<file path="config.mk">
export PLATFORM = sky130hd
export DESIGN_NAME = mantissa_align_flat
export DESIGN_NICKNAME = d
export VERILOG_FILES = /design/src/rtl/mantissa_align_if.sv /design/src/rtl/mantissa_align.sv /design/src/flat_wrapper.sv
export SDC_FILE = /design/constraint.sdc
export NUM_CORES = 1
export LEC_CHECK = 0
export ABC_AREA = 1
export CORE_ASPECT_RATIO = 1.75
export CORE_MARGIN = 1.5
export CORE_UTILIZATION = 25
export DETAILED_ROUTE_END_ITERATION = 7
export GPL_TIMING_DRIVEN = 1
export PLACE_DENSITY_LB_ADDON = 0.05
export SLEW_MARGIN = 5
export SYNTH_ARGS = -nofsm -noshare
export SYNTH_HDL_FRONTEND = slang
export SYNTH_SLANG_ARGS = --single-unit
</file>
<file path="constraint.sdc">
create_clock -name clk -period 3.62 [get_ports clk]
set_input_delay 0.543 -clock clk [delete_from_list [all_inputs] [get_ports clk]]
set_output_delay 0.543 -clock clk [all_outputs]
set_load 0.005 [all_outputs]
</file>
<file path="src/rtl/mantissa_align_if.sv">
// Operand/result bundle between the exponent comparator, the alignment stage and the adder.
// The slave modport is the alignment stage; the master modport is its environment.
interface mantissa_align_if #(
   parameter int MANT_W = 24,
   parameter int EXP_W  = 8
);
   logic                valid_in;
   logic                ready_in;
   logic [MANT_W-1:0]   mantissa_a;
   logic [MANT_W-1:0]   mantissa_b;
   logic [EXP_W-1:0]    exponent_a;
   logic [EXP_W-1:0]    exponent_b;
   logic [EXP_W-1:0]    difference;
   logic                zero_flag;
   logic                greater_flag;
   logic                lesser_flag;
   logic                valid_out;
   logic                ready_out;
   logic [MANT_W+2:0]   aligned_a;
   logic [MANT_W+2:0]   aligned_b;
   logic [EXP_W-1:0]    exponent_out;
   logic                flag_err;

   modport master (
      output valid_in, mantissa_a, mantissa_b, exponent_a, exponent_b, difference,
             zero_flag, greater_flag, lesser_flag, ready_out,
      input  ready_in, valid_out, aligned_a, aligned_b, exponent_out, flag_err
   );

   modport slave (
      input  valid_in, mantissa_a, mantissa_b, exponent_a, exponent_b, difference,
             zero_flag, greater_flag, lesser_flag, ready_out,
      output ready_in, valid_out, aligned_a, aligned_b, exponent_out, flag_err
   );
endinterface

</file>
<file path="src/rtl/mantissa_align.sv">
// Floating-point add/sub alignment stage: right-shifts the smaller operand's significand
// one bit per cycle by the exponent difference, keeping guard/round/sticky bits.
module mantissa_align #(
   parameter int MANT_W = 24,
   parameter int EXP_W  = 8
) (
   input logic               clk,
   input logic               rst,
   mantissa_align_if.slave   bus
);

   localparam int AW = MANT_W + 3;
   localparam logic [EXP_W:0] SAT_LIMIT = (EXP_W+1)'(AW);

   typedef enum logic [1:0] {IDLE, SHIFT, DONE} state_t;

   state_t            state_q, state_d;
   logic [AW-1:0]     alignedA_q, alignedA_d;
   logic [AW-1:0]     alignedB_q, alignedB_d;
   logic [EXP_W-1:0]  exponentOut_q, exponentOut_d;
   logic [EXP_W-1:0]  count_q, count_d;
   logic              flagErr_q, flagErr_d;
   logic              shiftA_q, shiftA_d;

   logic              flagsOneHot;
   logic              shiftA;
   logic              shiftB;
   logic              diffZero;
   logic              diffSat;

   function automatic logic [AW-1:0] shiftOne(input logic [AW-1:0] v);
      return {1'b0, v[AW-1:2], v[1] | v[0]};
   endfunction

   // Non-one-hot flags degrade to the equal-exponent case: no shift, exponent A.
   assign flagsOneHot = ({bus.zero_flag, bus.greater_flag, bus.lesser_flag} == 3'b100) ||
                        ({bus.zero_flag, bus.greater_flag, bus.lesser_flag} == 3'b010) ||
                        ({bus.zero_flag, bus.greater_flag, bus.lesser_flag} == 3'b001);
   assign shiftA   = flagsOneHot && bus.lesser_flag;
   assign shiftB   = flagsOneHot && bus.greater_flag;
   assign diffZero = (bus.difference == '0);
   assign diffSat  = ({1'b0, bus.difference} >= SAT_LIMIT);

   always_ff @(posedge clk) begin
      if (rst) begin
         state_q       <= IDLE;
         alignedA_q    <= '0;
         alignedB_q    <= '0;
         exponentOut_q <= '0;
         count_q       <= '0;
         flagErr_q     <= 1'b0;
         shiftA_q      <= 1'b0;
      end else begin
         state_q       <= state_d;
         alignedA_q    <= alignedA_d;
         alignedB_q    <= alignedB_d;
         exponentOut_q <= exponentOut_d;
         count_q       <= count_d;
         flagErr_q     <= flagErr_d;
         shiftA_q      <= shiftA_d;
      end
   end

   always_comb begin
      state_d       = state_q;
      alignedA_d    = alignedA_q;
      alignedB_d    = alignedB_q;
      exponentOut_d = exponentOut_q;
      count_d       = count_q;
      flagErr_d     = flagErr_q;
      shiftA_d      = shiftA_q;
      case (state_q)
         IDLE: begin
            if (bus.valid_in) begin
               alignedA_d    = {bus.mantissa_a, 3'b000};
               alignedB_d    = {bus.mantissa_b, 3'b000};
               exponentOut_d = shiftA ? bus.exponent_b : bus.exponent_a;
               flagErr_d     = !flagsOneHot;
               shiftA_d      = shiftA;
               count_d       = bus.difference;
               if (!(shiftA || shiftB) || diffZero) begin
                  state_d = DONE;
               end else if (diffSat) begin
                  // Everything falls off the end; only the sticky bit survives.
                  if (shiftA) alignedA_d = {{(AW-1){1'b0}}, |bus.mantissa_a};
                  else        alignedB_d = {{(AW-1){1'b0}}, |bus.mantissa_b};
                  state_d = DONE;
               end else begin
                  state_d = SHIFT;
               end
            end
         end
         SHIFT: begin
            if (shiftA_q) alignedA_d = shiftOne(alignedA_q);
            else          alignedB_d = shiftOne(alignedB_q);
            count_d = count_q - EXP_W'(1);
            if (count_q == EXP_W'(1)) state_d = DONE;
         end
         DONE: begin
            if (bus.ready_out) state_d = IDLE;
         end
         default: state_d = IDLE;
      endcase
   end

   always_comb begin
      bus.ready_in     = (state_q == IDLE);
      bus.valid_out    = (state_q == DONE);
      bus.aligned_a    = alignedA_q;
      bus.aligned_b    = alignedB_q;
      bus.exponent_out = exponentOut_q;
      bus.flag_err     = flagErr_q;
   end

endmodule
</file>
<file path="src/flat_wrapper.sv">
// flat-port wrapper written by rule: the top's interface ports become plain ports
module mantissa_align_flat 
#(
   parameter int MANT_W = 24,
   parameter int EXP_W  = 8
)
  (clk, rst, bus_valid_in, bus_mantissa_a, bus_mantissa_b, bus_exponent_a, bus_exponent_b, bus_difference, bus_zero_flag, bus_greater_flag, bus_lesser_flag, bus_ready_out, bus_ready_in, bus_valid_out, bus_aligned_a, bus_aligned_b, bus_exponent_out, bus_flag_err);
  mantissa_align_if #(.MANT_W(MANT_W), .EXP_W(EXP_W)) bus_i ();
  input logic clk;
  input logic rst;
  input wire logic [$bits(bus_i.valid_in)-1:0] bus_valid_in;
  input wire logic [$bits(bus_i.mantissa_a)-1:0] bus_mantissa_a;
  input wire logic [$bits(bus_i.mantissa_b)-1:0] bus_mantissa_b;
  input wire logic [$bits(bus_i.exponent_a)-1:0] bus_exponent_a;
  input wire logic [$bits(bus_i.exponent_b)-1:0] bus_exponent_b;
  input wire logic [$bits(bus_i.difference)-1:0] bus_difference;
  input wire logic [$bits(bus_i.zero_flag)-1:0] bus_zero_flag;
  input wire logic [$bits(bus_i.greater_flag)-1:0] bus_greater_flag;
  input wire logic [$bits(bus_i.lesser_flag)-1:0] bus_lesser_flag;
  input wire logic [$bits(bus_i.ready_out)-1:0] bus_ready_out;
  output wire logic [$bits(bus_i.ready_in)-1:0] bus_ready_in;
  output wire logic [$bits(bus_i.valid_out)-1:0] bus_valid_out;
  output wire logic [$bits(bus_i.aligned_a)-1:0] bus_aligned_a;
  output wire logic [$bits(bus_i.aligned_b)-1:0] bus_aligned_b;
  output wire logic [$bits(bus_i.exponent_out)-1:0] bus_exponent_out;
  output wire logic [$bits(bus_i.flag_err)-1:0] bus_flag_err;
  assign bus_i.valid_in = bus_valid_in;
  assign bus_i.mantissa_a = bus_mantissa_a;
  assign bus_i.mantissa_b = bus_mantissa_b;
  assign bus_i.exponent_a = bus_exponent_a;
  assign bus_i.exponent_b = bus_exponent_b;
  assign bus_i.difference = bus_difference;
  assign bus_i.zero_flag = bus_zero_flag;
  assign bus_i.greater_flag = bus_greater_flag;
  assign bus_i.lesser_flag = bus_lesser_flag;
  assign bus_i.ready_out = bus_ready_out;
  assign bus_ready_in = bus_i.ready_in;
  assign bus_valid_out = bus_i.valid_out;
  assign bus_aligned_a = bus_i.aligned_a;
  assign bus_aligned_b = bus_i.aligned_b;
  assign bus_exponent_out = bus_i.exponent_out;
  assign bus_flag_err = bus_i.flag_err;
  mantissa_align #(.MANT_W(MANT_W), .EXP_W(EXP_W)) u_core (.clk(clk), .rst(rst), .bus(bus_i));
endmodule
</file>
After elaboration in Yosys (flattened, before gate mapping)
Cells that the tools add are included.
W data, S select, Z words.
{ "word_totals": {"out_inout_bits": 65, "in_bits": 79, "wordCells": 61, "register_bits": 74} }
{ "classes": {"addsub": 1, "n_lt_le_gt_ge": 1, "n_eq_ne": 11, "reduce_logical": 18, "muxes": 21, "bitwise": 2} }
{ "op_table": {"columns": ["cell", "count"], "rows": [
  ["$mux W27", 10],
  ["$pmux W27 S2", 2],
  ["$reduce_or A24 Y1", 2],
  ["$mux W8", 2],
  ["$pmux W8 S2", 1],
  ["$mux W2", 5],
  ["$reduce_and A3 Y1", 3],
  ["$eq A8 B1 Y1 const B", 1],
  ["$ge A8 B5 Y1 const B", 1],
  ["$logic_not A8 Y1", 1],
  ["$sub A8 B1 Y8 const B", 1],
  ["$ne A2 B2 Y1 const B", 3],
  ["$pmux W2 S3", 1],
  ["$logic_or A1 B1 Y1", 4],
  ["$ne A2 B1 Y1 const B", 2],
  ["$reduce_and A2 Y1", 2],
  ["$eq A3 B1 Y1 const B", 1],
  ["$eq A3 B2 Y1 const B", 1],
  ["$eq A3 B3 Y1 const B", 1],
  ["$eq A2 B1 Y1 const B", 1],
  ["$eq A2 B2 Y1 const B", 1],
  ["$logic_and A1 B1 Y1", 2],
  ["$logic_not A1 Y1", 2],
  ["$logic_not A2 Y1", 1],
  ["2 further kinds", 3]
]} }

Depth between registers and ports, before layout
Gate-level depths: netlist of run 1.
{ "depth": {"depth_word": 10, "ltp_mapped": 9, "depth_no_buf": 9} }

Worst setup path before layout of run 1
Ideal clock, no wire load.
{ "synth_timing": {"path_kind": "in2reg", "startpoint": "input port bus_difference[6]", "endpoint": "register u_core.alignedB_q[26], in the netlist u_core.bus.aligned_b[26]", "arrival_time_ns": 1.371, "required_time_ns": 3.488, "path_buffers": 1, "setup_ns": 0.132, "cell_stages": 8, "slack_ns": 2.117, "path_cell_list": "inv_1 nand2_1 nor2_1 nand2_1 nand4_1 buf_4 nand2_1 a21oi_1"} }
{ "synth_via": {"elab_chain_cells": 5, "word_cells_on_any_way": 7, "cone_classes": "1 x order compare; 4 x mux; 2 x reduce/logical"} }
{ "synth_lines": {"columns": ["element", "line_no", "source"], "rows": [
  ["start: declaration", "flat_wrapper.sv:16", "input wire logic [$bits(bus_i.difference)-1:0] bus_difference;"],
  ["$ge A8 B5 Y1 / $logic_not A8 Y1 (equally long branches)", "mantissa_align.sv:42, mantissa_align.sv:41", null],
  ["$mux W27 / $logic_or A1 B1 Y1 (equally long branches)", "mantissa_align.sv:83, mantissa_align.sv:81", null],
  ["$mux W27 (*)", "mantissa_align.sv:81", "if (!(shiftA || shiftB) || diffZero) begin"],
  ["$mux W27 (*)", "mantissa_align.sv:74", "if (bus.valid_in) begin"],
  ["$pmux W27 S2 (*)", "mantissa_align.sv:72", "case (state_q)"],
  ["end signal: assignment", "mantissa_align.sv:56", "alignedB_q <= alignedB_d;"],
  ["end: declaration", "mantissa_align.sv:19", "logic [AW-1:0] alignedB_q, alignedB_d;"]
]} }
Every way passes the cells marked *; elsewhere a longest branch is shown, timed or not. The select of a mux whose other input is x is not followed.
A chain may end at the register's enable or synchronous reset.

Final worst setup path of run 1
{ "layout_timing": {"startpoint": "register u_core.state_q[0]", "endpoint": "register u_core.alignedA_q[5], in the netlist u_core.bus.aligned_a[5]"} }
{ "layout_via": {"elab_chain_cells": 3, "word_cells_on_any_way": 7, "cone_classes": "3 x eq/ne; 1 x mux; 3 x reduce/logical"} }
{ "layout_lines": {"columns": ["element", "line_no", "source"], "rows": [
  ["start: declaration", "mantissa_align.sv:17", "state_t state_q, state_d;"],
  ["start signal: assignment", "mantissa_align.sv:54", "state_q <= state_d;"],
  ["$eq A2 B1 Y1 / $logic_not A2 Y1 (equally long branches)", "mantissa_align.sv:72", null],
  ["$ne A2 B1 Y1 (no source line) (tied with other cells)", null, null],
  ["$reduce_and A3 Y1 (no source line)", null, null],
  ["end signal: assignment", "mantissa_align.sv:55", "alignedA_q <= alignedA_d;"],
  ["end: declaration", "mantissa_align.sv:18", "logic [AW-1:0] alignedA_q, alignedA_d;"]
]} }
Parallel ways exist; a longest one is shown, timed or not.

==> impl_metrics.ini, run 1 <==
[status]
status = finished, final reports clean

[clocking]
cts-buffers-inserted = 9
htree_num_levels = 3
path_clk_slew_ns = 0.06
cts_setup_buffers = 0
cts_tree = done
clk_root_buf = sky130_fd_sc_hd__clkbuf_16
clkLatencyLatePin_ns = 0.33
numClockSinks = 74
cts_hold_repair.buffers = 0
postCtsResizedCells = 0
buffers_from_clock_root_to_sink_at_most = 2

[detailed_routing]
postRouteWirelength_um = 13870
detail_route.vias_per_cell = 4.790
drt_iter0_markers = 149
wire_per_inst_um = 15.08
drt_pre_antenna_iters = 5
drt_drc_violations_left = 0
vias = 4407
drt.antenna.violating_nets = 0

[floorplanning]
overall_die_width_um = 99.62
effective_utilization_at_floorplan = 0.2560
floorplan.core_area_um2 = 15950
die-height_um = 172.1
boundaryPins = 144
floorplan.rows = 61
die-area_um2 = 17140

[min_path]
timing.hold.worst.start = u_core.bus.flag_err$_SDFFE_PP0P_
hold_path_depth = 2
hold_end = u_core.bus.flag_err$_SDFFE_PP0P_
worst_hold_path_type = reg2reg

[synthesis]
syn-mean-instance-area_um2 = 6.795
synth.largest_area_cell = sky130_fd_sc_hd__dfxtp_1
synth_enable_flop_cells = 0
syn_area_um2 = 4084
post_synth_most_frequent_cells = sky130_fd_sc_hd__nand2_1 (114), sky130_fd_sc_hd__a21oi_1 (92), sky130_fd_sc_hd__dfxtp_1 (74)
synth_most_common_cell = sky130_fd_sc_hd__nand2_1
synth_sequential_area_ratio = 0.3627
synth.area.top_cells = sky130_fd_sc_hd__dfxtp_1 (36%), sky130_fd_sc_hd__a21oi_1 (11%), sky130_fd_sc_hd__nand2_1 (10%)
yosysUniqueCellTypes = 36
synthesis.instances = 601
ys_ff_latch = 74
synth_ff_type = sky130_fd_sc_hd__dfxtp_1
yosysWarningCount = 0
syn_nets = 682
synth-async-reset-ratio = 0
synth.top_cell.area_share = 0.3627

[layout]
post_route_cells_drive_above_1_share = 0.06977
n_fill_cell = 1736
syn2layout_area_growth_pct = 43.93
finish.net_count = 807
antenna_cells = 0

[critical_path]
reg2reg_depth = 5
critical_path_fanout_max = 47
critPathLaunchType = flop
critical_path.reg2reg.startpoint = u_core.state_q[0]$_SDFFE_PP0P_
timing.critical_path.to_type = flop
critPathKind = reg2reg
crit_required_ns = 3.88
register_to_register_setup_slack_ns = 1.31
r2r-end = u_core.bus.aligned_a[5]$_SDFFE_PP0P_
worst_ep_arrival_time_ns = 2.57

[global_route]
gr-max-usage-layer = met2
number_of_antenna_violations_at_the_first_check_in_global_routing = 0
global_route_wire_length_before_repair_um = 21870
groute.usage.overall = 0.1624
largest_net_degree_at_the_start_of_global_routing = 48
globalRouteMet1Util = 0.1840
use_met2 = 0.2987
first_global_vias = 4265
grt.overflow.total = 0
groute.layer.met3.usage = 0.03355

[sta]
grt_setup_unrepaired = false
finalCritPeriodShare = 0.6380
finalHoldViolations = 0
timing.final.crit_period_ns = 2.310
timing.final.max_slew_violations = 0
timing.setup.tns_ns = 0
clock.fmax_mhz = 433.0
fin_skew_ns = 0.006414
timing.final.ws_setup_ns = 1.310
worst-slew-pin-transition_ns = 0.9331
timing.max_slew.rel_slack = 0.3770
final_setup_violations = 0

[flow_run]
drv.max_cap_violation_count = 0

[power]
leakagePower_nw = 2.460
p_per_area_nw_per_um2 = 533.3
max-vdd-ir-drop_mv = 0.1927

[placement]
io_buffers = 143
gpl.final_weighted_congestion = 0.7386
pre_cts_slack_ns = 1.151
hpwlAfterDp_um = 9650
==> cell usage in the layout, fill, tap and decap left out, drive strengths merged <==
cell           instances
clkdlybuf4s50        143
nand2                117
a21oi                109
nor2                  75
dfxtp                 74
inv                   59
o21ai                 59
a21boi                22
nand3                 19
clkbuf                13
o211ai                 9
buf                    7
nand4                  5
clkinv                 5
a31oi                  4
or2                    2
ha                     2
and2                   1
nor3b                  1
a21o                   1
nor3                   1
a211oi                 1
o32ai                  1
o21bai                 1
==> per-layer routing <==
| metal | vias up | routed length, µm |
|---|---|---|
| met2 | 119 | 7371 |
| met1 | 2048 | 5690 |
| met5 | - | 0 |
| li1 | 2227 | - |
| met4 | 0 | 236 |
| met3 | 13 | 574 |
==> report_power, final <==
part,leakage (nW),switching [mW],internal [mW]
clock,0.133,0.346,0.480
combinational,1.72,0.616,0.559
sequential,0.611,0.146,0.988
==> worst max path at each step <==
| stage | endpoint | slack, ns | startpoint | cells past startpoint |
|---|---|---|---|---|
| 2_1_floorplan | u_core.bus.aligned_b[26]$_SDFFE_PP0P_ | 2.12 | bus_difference[6] | 8 |
| 3_3_place_gp | u_core.count_q[4]$_SDFFE_PP0P_ | 1.15 | bus_valid_in | 7 |
| 3_5_place_dp | u_core.count_q[4]$_SDFFE_PP0P_ | 1.15 | bus_valid_in | 7 |
| 4_1_cts | u_core.bus.aligned_a[5]$_SDFFE_PP0P_ | 1.27 | u_core.state_q[0]$_SDFFE_PP0P_ | 5 |
| 5_1_grt | u_core.bus.aligned_a[13]$_SDFFE_PP0P_ | 1.08 | u_core.state_q[0]$_SDFFE_PP0P_ | 5 |
| 6_report | u_core.bus.aligned_a[5]$_SDFFE_PP0P_ | 1.31 | u_core.state_q[0]$_SDFFE_PP0P_ | 5 |
==> per-stage QoR <==
| step | cells | cell area [µm²] | total power, mW | utilization | hold WS [ns] |
|---|---|---|---|---|---|
| 3_5_place_dp | 904 | 5613 | 2.341 | 0.3519 | 0.4634 |
| 2_1_floorplan | 601 | 4084 | 1.797 | - | 0.4423 |
| 6_report | 920 | 5878 | 3.135 | 0.3685 | 0.4722 |
| 3_3_place_gp | 904 | 5613 | 2.333 | 0.3519 | 0.4621 |
| 5_1_grt | 920 | 5878 | 3.370 | 0.3685 | 0.4944 |
| 4_1_cts | 920 | 5878 | 3.188 | 0.3685 | 0.4720 |
==> cells by family (layout without fill, tap and decap cells) <==
logic type      after synthesis  after routing  share of synthesized area
simple gates                221            221                     0.2282
compound gates              207            207                     0.2950
buf+inv                      97            227                     0.1078
flops                        74             74                     0.3627
fa+ha+maj                     2              2                   0.006126
==> layout make-up <==
class / count / area, µm² / area share
repair buffers: 150 / 1496 / 0.2546
clock inverters: 3 / 15.01 / 0.002554
clock buffers: 13 / 250.2 / 0.04257
flip-flops and latches: 74 / 1481 / 0.2520
multi-input cells: 430 / 2162 / 0.3678
inverters: 61 / 236.5 / 0.04023
well taps: 189 / 236.5 / 0.04023
==> registers in the layout, summed over array words and instances (netlist names) <==
signal / count
u_core.bus.aligned_a: 27
u_core.bus.flag_err: 1
u_core.count_q: 8
u_core.state_q: 2
u_core.bus.exponent_out: 8
u_core.shiftA_q: 1
u_core.bus.aligned_b: 27
==> critical path, stage by stage, from the launching register on <==
cell and delay [ns]:
sky130_fd_sc_hd__dfxtp_1 0.43, sky130_fd_sc_hd__nand2_4 0.31, sky130_fd_sc_hd__inv_2 0.80, sky130_fd_sc_hd__buf_4 0.39, sky130_fd_sc_hd__a21oi_1 0.10, sky130_fd_sc_hd__a21oi_1 0.17
Power figures use the tool's default switching activity.
==> run 2: changes to the inputs <==
==> constraint.sdc (replaced) <==
create_clock -name clk -period 2.07 [get_ports clk]
set_input_delay 0.3105 -clock clk [delete_from_list [all_inputs] [get_ports clk]]
set_output_delay 0.3105 -clock clk [all_outputs]
set_load 0.005 [all_outputs]
==> run 2 against run 1 <==
Global-route usage increased by 0.14 points. Non-clock buffer count grew 8. Clock skew down 0.00058 ns. Count of clock-buffer cells in the layout down 3. Combinational power rose by 84%. Die area unchanged. Critical endpoint is now bus_valid_out. Largest power group unchanged.
==> impl_metrics.ini, run 2 (synthesis results as in run 1) <==
[power]
p_per_area_nw_per_um2 = 965.4
max-vdd-ir-drop_mv = 0.4581
leakagePower_nw = 2.546

[sta]
timing.max_slew.rel_slack = 0.6974
timing.final.max_slew_violations = 0
finalCritPeriodShare = 0.8537
clock.fmax_mhz = 565.9
timing.final.ws_setup_ns = 0.3028
finalHoldViolations = 0
timing.final.crit_period_ns = 1.767
worst-slew-pin-transition_ns = 0.4504
final_setup_violations = 0
fin_skew_ns = 0.005839
timing.setup.tns_ns = 0
grt_setup_unrepaired = false

[critical_path]
timing.critical_path.to_type = primary output
cp_cell_sequence = inv_2 -> nor2_1 -> clkdlybuf4s50_1
critical_path.max_stage_delay_ns = 0.53
cp_top_family = buffers and inverters
critPathKind = reg2out
cell_with_the_biggest_individual_delay_on_the_critical_path = sky130_fd_sc_hd__clkdlybuf4s50_1
critPathLaunchType = flop
crit_required_ns = 1.76
critical_path_fanout_max = 3
worstPathBufferInverterCount = 2
worst_ep_arrival_time_ns = 1.46

[layout]
area_occupied_by_multi_input_gates_um2 = 2162
syn2layout_area_growth_pct = 48.50
final_cell_mix = sky130_fd_sc_hd__clkdlybuf4s50_1 (143), sky130_fd_sc_hd__nand2_1 (114), sky130_fd_sc_hd__a21oi_1 (92)
most_common_cell_after_layout_fill_and_taps_aside = sky130_fd_sc_hd__clkdlybuf4s50_1
finish.net_count = 815
n_fill_cell = 1704
antenna_cells = 0
seqCellArea_um2 = 1481
post_route_cells_drive_above_1_share = 0.08390

[global_route]
global_route_wire_length_before_repair_um = 22350
first_global_vias = 4550
grt.overflow.total = 0
largest_net_degree_at_the_start_of_global_routing = 50
groute.usage.overall = 0.1639
number_of_antenna_violations_at_the_first_check_in_global_routing = 0

[clocking]
postCtsResizedCells = 0
cts-buffers-inserted = 9
cts_hold_repair.buffers = 0
cts_tree = done
cts_setup_buffers = 0
clk_root_buf = sky130_fd_sc_hd__clkbuf_16
clkLatencyLatePin_ns = 0.33
path_clk_slew_ns = 0.06
htree_num_levels = 3
buffers_from_clock_root_to_sink_at_most = 2
numClockSinks = 74

[detailed_routing]
detail_route.vias_per_cell = 4.802
drt_iter0_markers = 144
postRouteWirelength_um = 13970
wire_per_inst_um = 15.05
drt_drc_violations_left = 0
vias = 4456
drt_pre_antenna_iters = 4
drt.antenna.violating_nets = 0

[placement]
gpl.final_weighted_congestion = 0.7993
io_buffers = 143
pre_cts_slack_ns = 0.1242
hpwlAfterDp_um = 10190

[floorplanning]
floorplan.core_area_um2 = 15950
die-height_um = 172.1
die-area_um2 = 17140
floorplan.rows = 61
overall_die_width_um = 99.62
effective_utilization_at_floorplan = 0.2560
boundaryPins = 144

[min_path]
worst_hold_path_type = reg2reg

[flow_run]
drv.max_cap_violation_count = 0

[status]
status = finished, final reports clean
-- run 2: report_power, final --
group | switching [mW] | leakage [nW] | total, mW | internal [mW]
registers | 0.258 | 0.611 | 1.99 | 1.73
logic | 1.10 | 1.78 | 2.15 | 1.05
clock network | 0.625 | 0.159 | 1.72 | 1.09
total | 1.98 | 2.55 | 5.85 | 3.87
-- run 2: worst paths after layout --
path                                                        from                              endpoint  slack, ns  cells after the start
worst max-delay path              u_core.state_q[1]$_SDFFE_PP0P_                         bus_valid_out       0.30                      3
worst min-delay path            u_core.bus.flag_err$_SDFFE_PP0P_      u_core.bus.flag_err$_SDFFE_PP0P_       0.47                      2
worst max register to register    u_core.state_q[0]$_SDFFE_PP0P_  u_core.bus.aligned_a[8]$_SDFFE_PP0P_       0.48                      6
worst min register to register  u_core.bus.flag_err$_SDFFE_PP0P_      u_core.bus.flag_err$_SDFFE_PP0P_       0.47                      2
-- run 2: tightest hold or removal path, delay by kind of cell, from the launching register on --
kind             cells  cell delay (ns)
flip-flops           1             0.31
AO/OA/AOI/OAI        1             0.05
AND/OR/NAND/NOR      1             0.06
-- run 2: final cells by class --
| class | count | share of cell area |
|---|---|---|
| tap | 189 | 0.03899 |
| inverter | 61 | 0.03899 |
| clock buffer | 10 | 0.03941 |
| multi-input combinational | 430 | 0.3565 |
| clock inverter | 6 | 0.01485 |
| sequential | 74 | 0.2443 |
| timing repair buffer | 158 | 0.2670 |
-- run 2: layer usage --
metal  vias to the layer above  wire length, µm  global-route usage
li1                       2249                -                   -
met1                      2086             5750              0.1786
met2                       102             7385              0.3094
met3                        19              481             0.02749
met4                         0              351             0.06736
met5                         -                0                   0
-- run 2: through the flow --
step / instance area [µm²] / power (mW) / std cells / utilization / hold WS, ns
after floorplan: 4084 / 3.143 / 601 / - / 0.3799
after global placement: 5736 / 4.173 / 912 / 0.3596 / 0.4653
after detailed placement: 5736 / 4.192 / 912 / 0.3596 / 0.4652
after CTS: 6065 / 5.944 / 928 / 0.3802 / 0.4738
after global routing: 6065 / 6.268 / 928 / 0.3802 / 0.4941
final: 6065 / 5.854 / 928 / 0.3802 / 0.4746
==> run 3: changes to the inputs <==
--- a/config.mk
+++ b/config.mk
@@ -6,6 +6,7 @@
 export NUM_CORES = 1
 export LEC_CHECK = 0
 export ABC_AREA = 1
+export CAP_MARGIN = 20
 export CORE_ASPECT_RATIO = 1.75
 export CORE_MARGIN = 1.5
 export CORE_UTILIZATION = 25
==> results of run 3 <==
No change in the layout: final DEF, timing and power equal those of run 2.
